File: config.mk
export PLATFORM = sky130hd
export DESIGN_NAME = dvp_capture_win
export DESIGN_NICKNAME = d
export VERILOG_FILES = /design/src/rtl/dvp_capture_win.sv
export SDC_FILE = /design/constraint.sdc
export NUM_CORES = 1
export LEC_CHECK = 0
export CAP_MARGIN = 15
export CORE_AREA = 2 2 144 146
export CTS_BUF_LIST = sky130_fd_sc_hd__clkbuf_16
export DETAILED_ROUTE_END_ITERATION = 16
export DIE_AREA = 0 0 146 148
export DONT_BUFFER_PORTS = 1
export GPL_ROUTABILITY_DRIVEN = 0
export PLACE_DENSITY = 0.57
export SETUP_SLACK_MARGIN = 0.15
export SLEW_MARGIN = 20
export SYNTH_ARGS = -nofsm -noshare
export SYNTH_HDL_FRONTEND = slang
export SYNTH_SLANG_ARGS = --single-unit
File: constraint.sdc
create_clock -name i_pclk -period 11.2 [get_ports i_pclk]
set_input_delay 1.12 -clock i_pclk [delete_from_list [all_inputs] [get_ports i_pclk]]
set_output_delay 1.12 -clock i_pclk [all_outputs]
set_load 0.01 [all_outputs]
File: src/rtl/dvp_capture_win.sv
// DVP camera capture front end: packs sensor bytes into pixel words, crops each
// frame to a runtime X/Y window, decimates frames and flags truncated lines.
module dvp_capture_win #(
    parameter int unsigned DATA_W        = 8,
    parameter int unsigned BYTES_PER_PIX = 2,
    parameter int unsigned CNT_W         = 12
) (
    input  logic                              i_pclk,
    input  logic                              i_rst,
    input  logic                              i_enable,
    input  logic                              i_vsync,
    input  logic                              i_href,
    input  logic [DATA_W-1:0]                 i_data,
    input  logic [CNT_W-1:0]                  i_x_start,
    input  logic [CNT_W-1:0]                  i_x_count,
    input  logic [CNT_W-1:0]                  i_y_start,
    input  logic [CNT_W-1:0]                  i_y_count,
    input  logic [3:0]                        i_decim,
    output logic                              o_wr,
    output logic [DATA_W*BYTES_PER_PIX-1:0]   o_wdata,
    output logic                              o_sof,
    output logic                              o_eol,
    output logic                              o_eof,
    output logic                              o_line_err,
    output logic                              o_busy
);

    localparam int unsigned PixW = DATA_W * BYTES_PER_PIX;
    localparam int unsigned BcW  = (BYTES_PER_PIX > 1) ? $clog2(BYTES_PER_PIX) : 1;
    localparam logic [BcW-1:0]   BcLast = BcW'(BYTES_PER_PIX - 1);
    localparam logic [BcW-1:0]   BcOne  = BcW'(1);
    localparam logic [CNT_W-1:0] CntMax = '1;
    localparam logic [CNT_W-1:0] CntOne = CNT_W'(1);
    localparam logic [CNT_W:0]   ExtOne = (CNT_W + 1)'(1);

    typedef enum logic [1:0] {StIdle, StArm, StActive, StSkip} state_e;

    state_e            state_q, state_d;
    logic              vsync_q, href_q;
    logic [BcW-1:0]    byte_cnt_q, byte_cnt_d;
    logic [CNT_W-1:0]  col_q, col_d;
    logic [CNT_W-1:0]  line_q, line_d;
    logic [3:0]        decim_cnt_q, decim_cnt_d;
    logic [CNT_W-1:0]  xs_q, xc_q, ys_q, yc_q;
    logic              latch_win;
    logic              wr_q, sof_q, eol_q, eof_q, line_err_q;
    logic [PixW-1:0]   wdata_q;
    logic [PixW-1:0]   pix_word;

    logic              vsync_rise, href_fall, pix_done, in_win;
    logic              wr_d, sof_d, eol_d, eof_d;
    logic [CNT_W:0]    x_end, y_end, col_ext, line_ext;

    assign vsync_rise = i_vsync & ~vsync_q;
    assign href_fall  = href_q & ~i_href;
    assign pix_done   = i_href && (byte_cnt_q == BcLast);

    // Earlier bytes of the pixel sit in a shift register; the newest byte is the LSB.
    if (BYTES_PER_PIX > 1) begin : g_multi
        logic [PixW-DATA_W-1:0] acc_q;

        // Shift each sampled byte into the accumulator.
        always_ff @(posedge i_pclk) begin
            if (i_rst) begin
                acc_q <= '0;
            end else if (i_href) begin
                acc_q <= pix_word[PixW-DATA_W-1:0];
            end
        end

        assign pix_word = {acc_q, i_data};
    end else begin : g_single
        assign pix_word = i_data;
    end

    // Window bounds are widened by one bit so start+count never overflows.
    assign x_end    = {1'b0, xs_q} + {1'b0, xc_q};
    assign y_end    = {1'b0, ys_q} + {1'b0, yc_q};
    assign col_ext  = {1'b0, col_q};
    assign line_ext = {1'b0, line_q};

    // Window test and frame markers for the pixel completing this cycle.
    always_comb begin
        in_win = (state_q == StActive) &&
                 (col_q >= xs_q) && (col_ext < x_end) &&
                 (line_q >= ys_q) && (line_ext < y_end);
        wr_d  = pix_done && in_win;
        sof_d = wr_d && (col_q == xs_q) && (line_q == ys_q);
        eol_d = wr_d && ((col_ext + ExtOne) == x_end);
        eof_d = eol_d && ((line_ext + ExtOne) == y_end);
    end

    // Byte and column counters; both restart whenever href is low.
    always_comb begin
        byte_cnt_d = byte_cnt_q;
        col_d      = col_q;
        if (!i_href) begin
            byte_cnt_d = '0;
            col_d      = '0;
        end else if (pix_done) begin
            byte_cnt_d = '0;
            if (col_q != CntMax) begin
                col_d = col_q + CntOne;
            end
        end else begin
            byte_cnt_d = byte_cnt_q + BcOne;
        end
    end

    // Frame FSM: a vsync rise in IDLE, SKIP or ACTIVE is evaluated as a new frame.
    always_comb begin
        state_d     = state_q;
        decim_cnt_d = decim_cnt_q;
        latch_win   = 1'b0;
        unique case (state_q)
            StIdle, StSkip, StActive: begin
                if (vsync_rise) begin
                    if (i_enable) begin
                        latch_win   = 1'b1;
                        state_d     = (decim_cnt_q == 4'd0) ? StArm : StSkip;
                        decim_cnt_d = (decim_cnt_q >= i_decim) ? 4'd0 : decim_cnt_q + 4'd1;
                    end else begin
                        state_d = StIdle;
                    end
                end else if (state_q == StActive && line_ext == y_end) begin
                    state_d = StIdle;
                end
            end
            StArm: begin
                if (!i_vsync) begin
                    state_d = StActive;
                end
            end
        endcase
    end

    // Line counter: cleared on arming, counts href falls while capturing.
    always_comb begin
        line_d = line_q;
        if (state_d == StArm && state_q != StArm) begin
            line_d = '0;
        end else if (state_q == StActive && href_fall && line_q != CntMax) begin
            line_d = line_q + CntOne;
        end
    end

    // State, counters and registered outputs.
    always_ff @(posedge i_pclk) begin
        if (i_rst) begin
            state_q     <= StIdle;
            // Held high so a frame already in progress at reset cannot look like a new one.
            vsync_q     <= 1'b1;
            href_q      <= 1'b0;
            byte_cnt_q  <= '0;
            col_q       <= '0;
            line_q      <= '0;
            decim_cnt_q <= '0;
            wr_q        <= 1'b0;
            sof_q       <= 1'b0;
            eol_q       <= 1'b0;
            eof_q       <= 1'b0;
            line_err_q  <= 1'b0;
            wdata_q     <= '0;
        end else begin
            state_q     <= state_d;
            vsync_q     <= i_vsync;
            href_q      <= i_href;
            byte_cnt_q  <= byte_cnt_d;
            col_q       <= col_d;
            line_q      <= line_d;
            decim_cnt_q <= decim_cnt_d;
            wr_q        <= wr_d;
            sof_q       <= sof_d;
            eol_q       <= eol_d;
            eof_q       <= eof_d;
            line_err_q  <= href_fall && (byte_cnt_q != '0);
            if (wr_d) begin
                wdata_q <= pix_word;
            end
        end
    end

    // Window is captured once per frame so mid-frame changes wait for the next one.
    always_ff @(posedge i_pclk) begin
        if (i_rst) begin
            xs_q <= '0;
            xc_q <= '0;
            ys_q <= '0;
            yc_q <= '0;
        end else if (latch_win) begin
            xs_q <= i_x_start;
            xc_q <= i_x_count;
            ys_q <= i_y_start;
            yc_q <= i_y_count;
        end
    end

    assign o_wr       = wr_q;
    assign o_wdata    = wdata_q;
    assign o_sof      = sof_q;
    assign o_eol      = eol_q;
    assign o_eof      = eof_q;
    assign o_line_err = line_err_q;
    assign o_busy     = (state_q == StArm) || (state_q == StActive);

endmodule

# Word-level counts from Yosys, hierarchy flattened
# Index checks and enable logic that the tools add are counted.
# op_classes
addsub	8
order_cmp	5
n_eq_ne	12
n_mux	10
bitwise	4
n_reduce_logical	24
# ops
operator	n
$add 12x1->13 const B	2
$add 12x12->13	2
$eq 13x13->1	2
$lt 12x13->1	2
$add 12x1->12 const B	2
$eq 12x12->1	2
$ge 12x12->1	2
$ne 12x12->1 const B	2
$logic_and 1x1->1	15
$eq 12x13->1	1
$mux 2	5
$reduce_or 3->1	2
$add 4x1->4 const B	1
$eq 2x1->1 const B	2
$eq 2x2->1 const B	2
$ge 4x4->1	1
$logic_not 4->1	1
$mux 4	1
$pmux 2 s2	1
$reduce_or 2->1	2
$mux 1	3
$reduce_and 3->1	1
$and 1x1->1	2
$logic_not 2->1	1
other kinds (5)	6
# totals
register_bits	110
input_bits	65
output_inout_bits	22
elab_cells	81

# Depth between registers and ports, before layout
# logic_depth
ltp_word	9
depth_mapped	19
depth_no_buf	17

# Worst setup path before layout
# Ideal clock, no wire load.
# synth_timing
kind	flip-flop to flip-flop
from	register ys_q[0]
to	register wdata_q[5], in the netlist o_wdata[5]
setup_time_ns	0.128
t_arrival_ns	3.585
required_time_ns	11.072
setup_slack_ns	7.487
stages_incl_launch_ff	20
n_path_buf	2
synth_period_minus_slack_ns	3.713
path_cell_list	dfxtp_1 > ha_1 > inv_1 > fa_1 > nor2b_1 > o31a_1 > a221o_1 > a21oi_1 > xor2_1 > ha_1 > nand4_1 > or2_2 > a31oi_1 > a2111oi_0 > nor3_1 > nor4_2 > buf_6 > buf_12 > mux2i_1 > nor2_1
# synth_between
elab_chain_cells	4
word_cells_on_any_way	6
classes_between	1 x add/sub; 2 x order compare; 3 x reduce/logical
# synth_lines
item	line_no	source
start, declared	44	logic [CNT_W-1:0] xs_q, xc_q, ys_q, yc_q;
start signal, assigned	193	ys_q <= i_y_start;
$add 12x12->13 or $ge 12x12->1 (tied branches)	78, 86	
$lt 12x13->1 or $logic_and 1x1->1 (tied branches)	86, 85	
$logic_and 1x1->1 *	86	(line_q >= ys_q) && (line_ext < y_end);
$logic_and 1x1->1 *	87	wr_d = pix_done && in_win;
end signal, assigned	178	wdata_q <= pix_word;
end, declared	47	logic [PixW-1:0] wdata_q;
# Every way passes the cells marked *; elsewhere a longest branch is shown, timed or not.
# A chain may end at the register's enable or synchronous reset.

# Final worst setup path
# layout_timing
from	register ys_q[0]
to	register eof_q, in the netlist o_eof
# layout_between
elab_chain_cells	6
word_cells_on_any_way	9
classes_between	1 x add/sub; 2 x order compare; 1 x eq/ne; 5 x reduce/logical
# layout_lines
item	line_no	source
$add 12x12->13 or $ge 12x12->1 (tied branches)	78, 86	
$lt 12x13->1 or $logic_and 1x1->1 (tied branches)	86, 85	
$logic_and 1x1->1	86	
$logic_and 1x1->1	87	
$logic_and 1x1->1	89	eol_d = wr_d && ((col_ext + ExtOne) == x_end);
$logic_and 1x1->1 *	90	eof_d = eol_d && ((line_ext + ExtOne) == y_end);
end signal, assigned	175	eof_q <= eof_d;
end, declared	46	logic wr_q, sof_q, eol_q, eof_q, line_err_q;
# Marks and branches as above.

==> flow_summary.ini <==
[run_status]
status = finished, final reports clean

[clocking]
clockRootBuffer = clkbuf_16
cts_tree = built
cts_sinks = 110
cts_made_buffers = 9
cts.repair.resized = 0
cts_hold_buffers = 0
cts_setup_buffers = 0
htreeDepth = 3
clkLatencyLatePin_ns = 0.36
clk_path_buf_depth = 2
path_clk_slew_ns = 0.08

[finish]
fin_nets = 966
drive_gt1_share_pct = 4.02
final_cell_count_no_fill = 1091
layout-area-overhead-vs-synth_pct = 8.11
antenna_cells = 0

[global_routing]
grt_pass1_vias = 5132
grt_max_degree = 82
grt_first_pass_wirelength_um = 26200
track_usage_pct = 15.0
antenna_found_initial = 0
grt_overflow = 0

[yosys]
ys_ff_latch = 110
syn-num-nets = 983
synth_top_area_share_pct = 31.9
syn_area_per_cell_um2 = 8.28
synthAdderAreaFrac_pct = 15.6
synth_top_family_by_area = simple AND/OR/NAND/NOR gates
synth_area_leaders = dfxtp_1 32%, ha_1 15%, nand2_1 7.0%
synth-xor-area-share_pct = 9.83
synth-compound-area-share_pct = 14.1
synthTopCellsByCount = 128 x nand2_1, 110 x dfxtp_1, 84 x nor2_1, 83 x ha_1, 78 x a21oi_1
syn_inst = 833
synthMostInstantiatedCell = nand2_1
synthArstFlopShare_pct = 0
yosys.area_share.simple_pct = 20.5
synth.cell_area_um2 = 6900
yosysUniqueCellTypes = 61
yosysTopAreaCell = dfxtp_1
seq_area_frac_synth_pct = 31.9
yosys_warnings = 0
synth_ff_type = dfxtp_1
synth-edff-count = 0
synth.area.mux_share_pct = 3.77

[power]
peakVddDrop_mv = 0.0648
power_uw = 823
power_density_nw_per_um2 = 110
leakage_uw = 0.00284

[sta]
fin_crit_ns = 4.14
drv_slew = 0
finClkSkew_ns = 0.00978
tns_ns = 0
finalHoldViolations = 0
post-route-period-util_pct = 36.9
slew_headroom_pct = 32.4
setup_violations = 0
worstMarginPinSlew_ns = 1.01
rsz0062_at_grt = false
fmax_mhz = 242

[die]
initial_core_util_pct = 34.4
ios = 87
die-area_um2 = 21600
dieHeight_um = 148
die_w_um = 146
row_count = 52
core_um2 = 20000

[critical_path]
critPathMaxFanout = 18
critPathMostFrequentCell = ha_1
critical_path.max_stage_delay_ns = 0.43
worstSetupPathType = reg2reg
worstPathRequired_ns = 11.47
critPathSlowestCell = a2111oi_0
crit_chain = ha_1 -> inv_1 -> fa_1 -> nor2b_1 -> o31a_1 -> o21ai_0 -> nand2b_1 -> xnor2_1 -> ha_1 -> a21oi_1 -> o21ai_1 -> a21o_1 -> a2111oi_0 -> nor3_1 -> nor4_4 -> buf_4 -> nand3b_4 -> nor4_2
cp-start-kind = register
cp-end-kind = register
cp.arrival_ns = 4.40

[drt]
ant_nets = 0
wirelength_um = 15900
post_drt_via_cell_ratio = 4.96
dr.pass1.iters = 5
vias = 5407
wl_per_cell_um = 14.5
drc = 0
drt_iter0_markers = 346

[placed_design]
dp_hpwl_um = 12300
dp_cells = 1075
io_buffers = 0

[job]
cap_violations = 0

[hold_path]
hold_path.class = reg2reg
==> layer usage <==
metal  vias up  global-route usage, %  share of wire [%]
met5         -                      0                  0
met4         0                   5.34                1.6
met3        14                   2.87                4.3
met2        87                   21.8                 41
met1      2479                   22.0                 53
li1       2827                      -                  -
==> cell families (layout without fill, tap and decap cells) <==
kind of cell	count (synthesis)	after routing
adder cells (fa/ha/maj)	85	85
flip-flops	110	110
AND/OR/NAND/NOR	309	309
AO/OA/AOI/OAI	157	157
multiplexers	26	26
buffers and inverters	71	59
XOR/XNOR	75	75
==> sequential cells by signal, indices dropped and copies added (netlist names), 2 cells and up <==
| register | flops |
|---|---|
| col_q | 12 |
| yc_q | 12 |
| state_q | 2 |
| xc_q | 12 |
| o_wdata | 16 |
| ys_q | 12 |
| xs_q | 12 |
| decim_cnt_q | 4 |
| g_multi.acc_q | 8 |
| line_q | 12 |
==> layout make-up <==
class | count | area, um2
inverter | 41 | 154
sequential | 110 | 2200
multi-input combinational | 652 | 4420
clock buffer | 9 | 225
timing repair buffer | 2 | 15.0
clock inverter | 7 | 104
tap | 270 | 338
fill | 2168 | 12600
==> stage by stage <==
stage | utilization, % | hold WS, ns | cell area, um2 | setup slack (ns)
2_1_floorplan | - | 0.440 | 6900 | 7.49
3_3_place_gp | 35.6 | 0.446 | 7130 | 7.13
3_5_place_dp | 35.6 | 0.446 | 7130 | 7.08
4_1_cts | 37.2 | 0.457 | 7460 | 7.04
5_1_grt | 37.2 | 0.474 | 7460 | 6.61
6_report | 37.2 | 0.455 | 7460 | 7.06
==> worst max-delay path: cells and delay by family (launching register included) <==
kind	cells	cell delay, ns
simple gates	6	1.05
fa+ha+maj	3	0.89
xor+xnor	1	0.17
flops	1	0.36
buf+inv	2	0.41
compound gates	6	1.18
==> final timing paths <==
check                                           from  cells after the start  slack (ns)                   end
worst max-delay path            ys_q[0]$_SDFFE_PP0P_                     18        7.06      o_eof$_SDFF_PP0_
worst min-delay path            xc_q[2]$_SDFFE_PP0P_                      2        0.46  xc_q[2]$_SDFFE_PP0P_
worst max register to register  ys_q[0]$_SDFFE_PP0P_                     18        7.06      o_eof$_SDFF_PP0_
worst min register to register  xc_q[2]$_SDFFE_PP0P_                      2        0.46  xc_q[2]$_SDFFE_PP0P_
==> cell usage in the layout, fill, tap and decap left out, types with 19 or more instances in the layout <==
master | netlist | routed
nand2_1 | 128 | 128
dfxtp_1 | 110 | 110
nor2_1 | 84 | 83
ha_1 | 83 | 83
a21oi_1 | 78 | 78
xnor2_1 | 53 | 53
inv_1 | 41 | 41
mux2i_1 | 26 | 26
xor2_1 | 20 | 20
nand3_1 | 19 | 19
==> power by group <==
part	internal [uW]	total [uW]	switching, uW
logic	26.0	61.7	35.6
registers	397	403	5.46
clock network	200	358	158
Power figures use the tool's default switching activity.
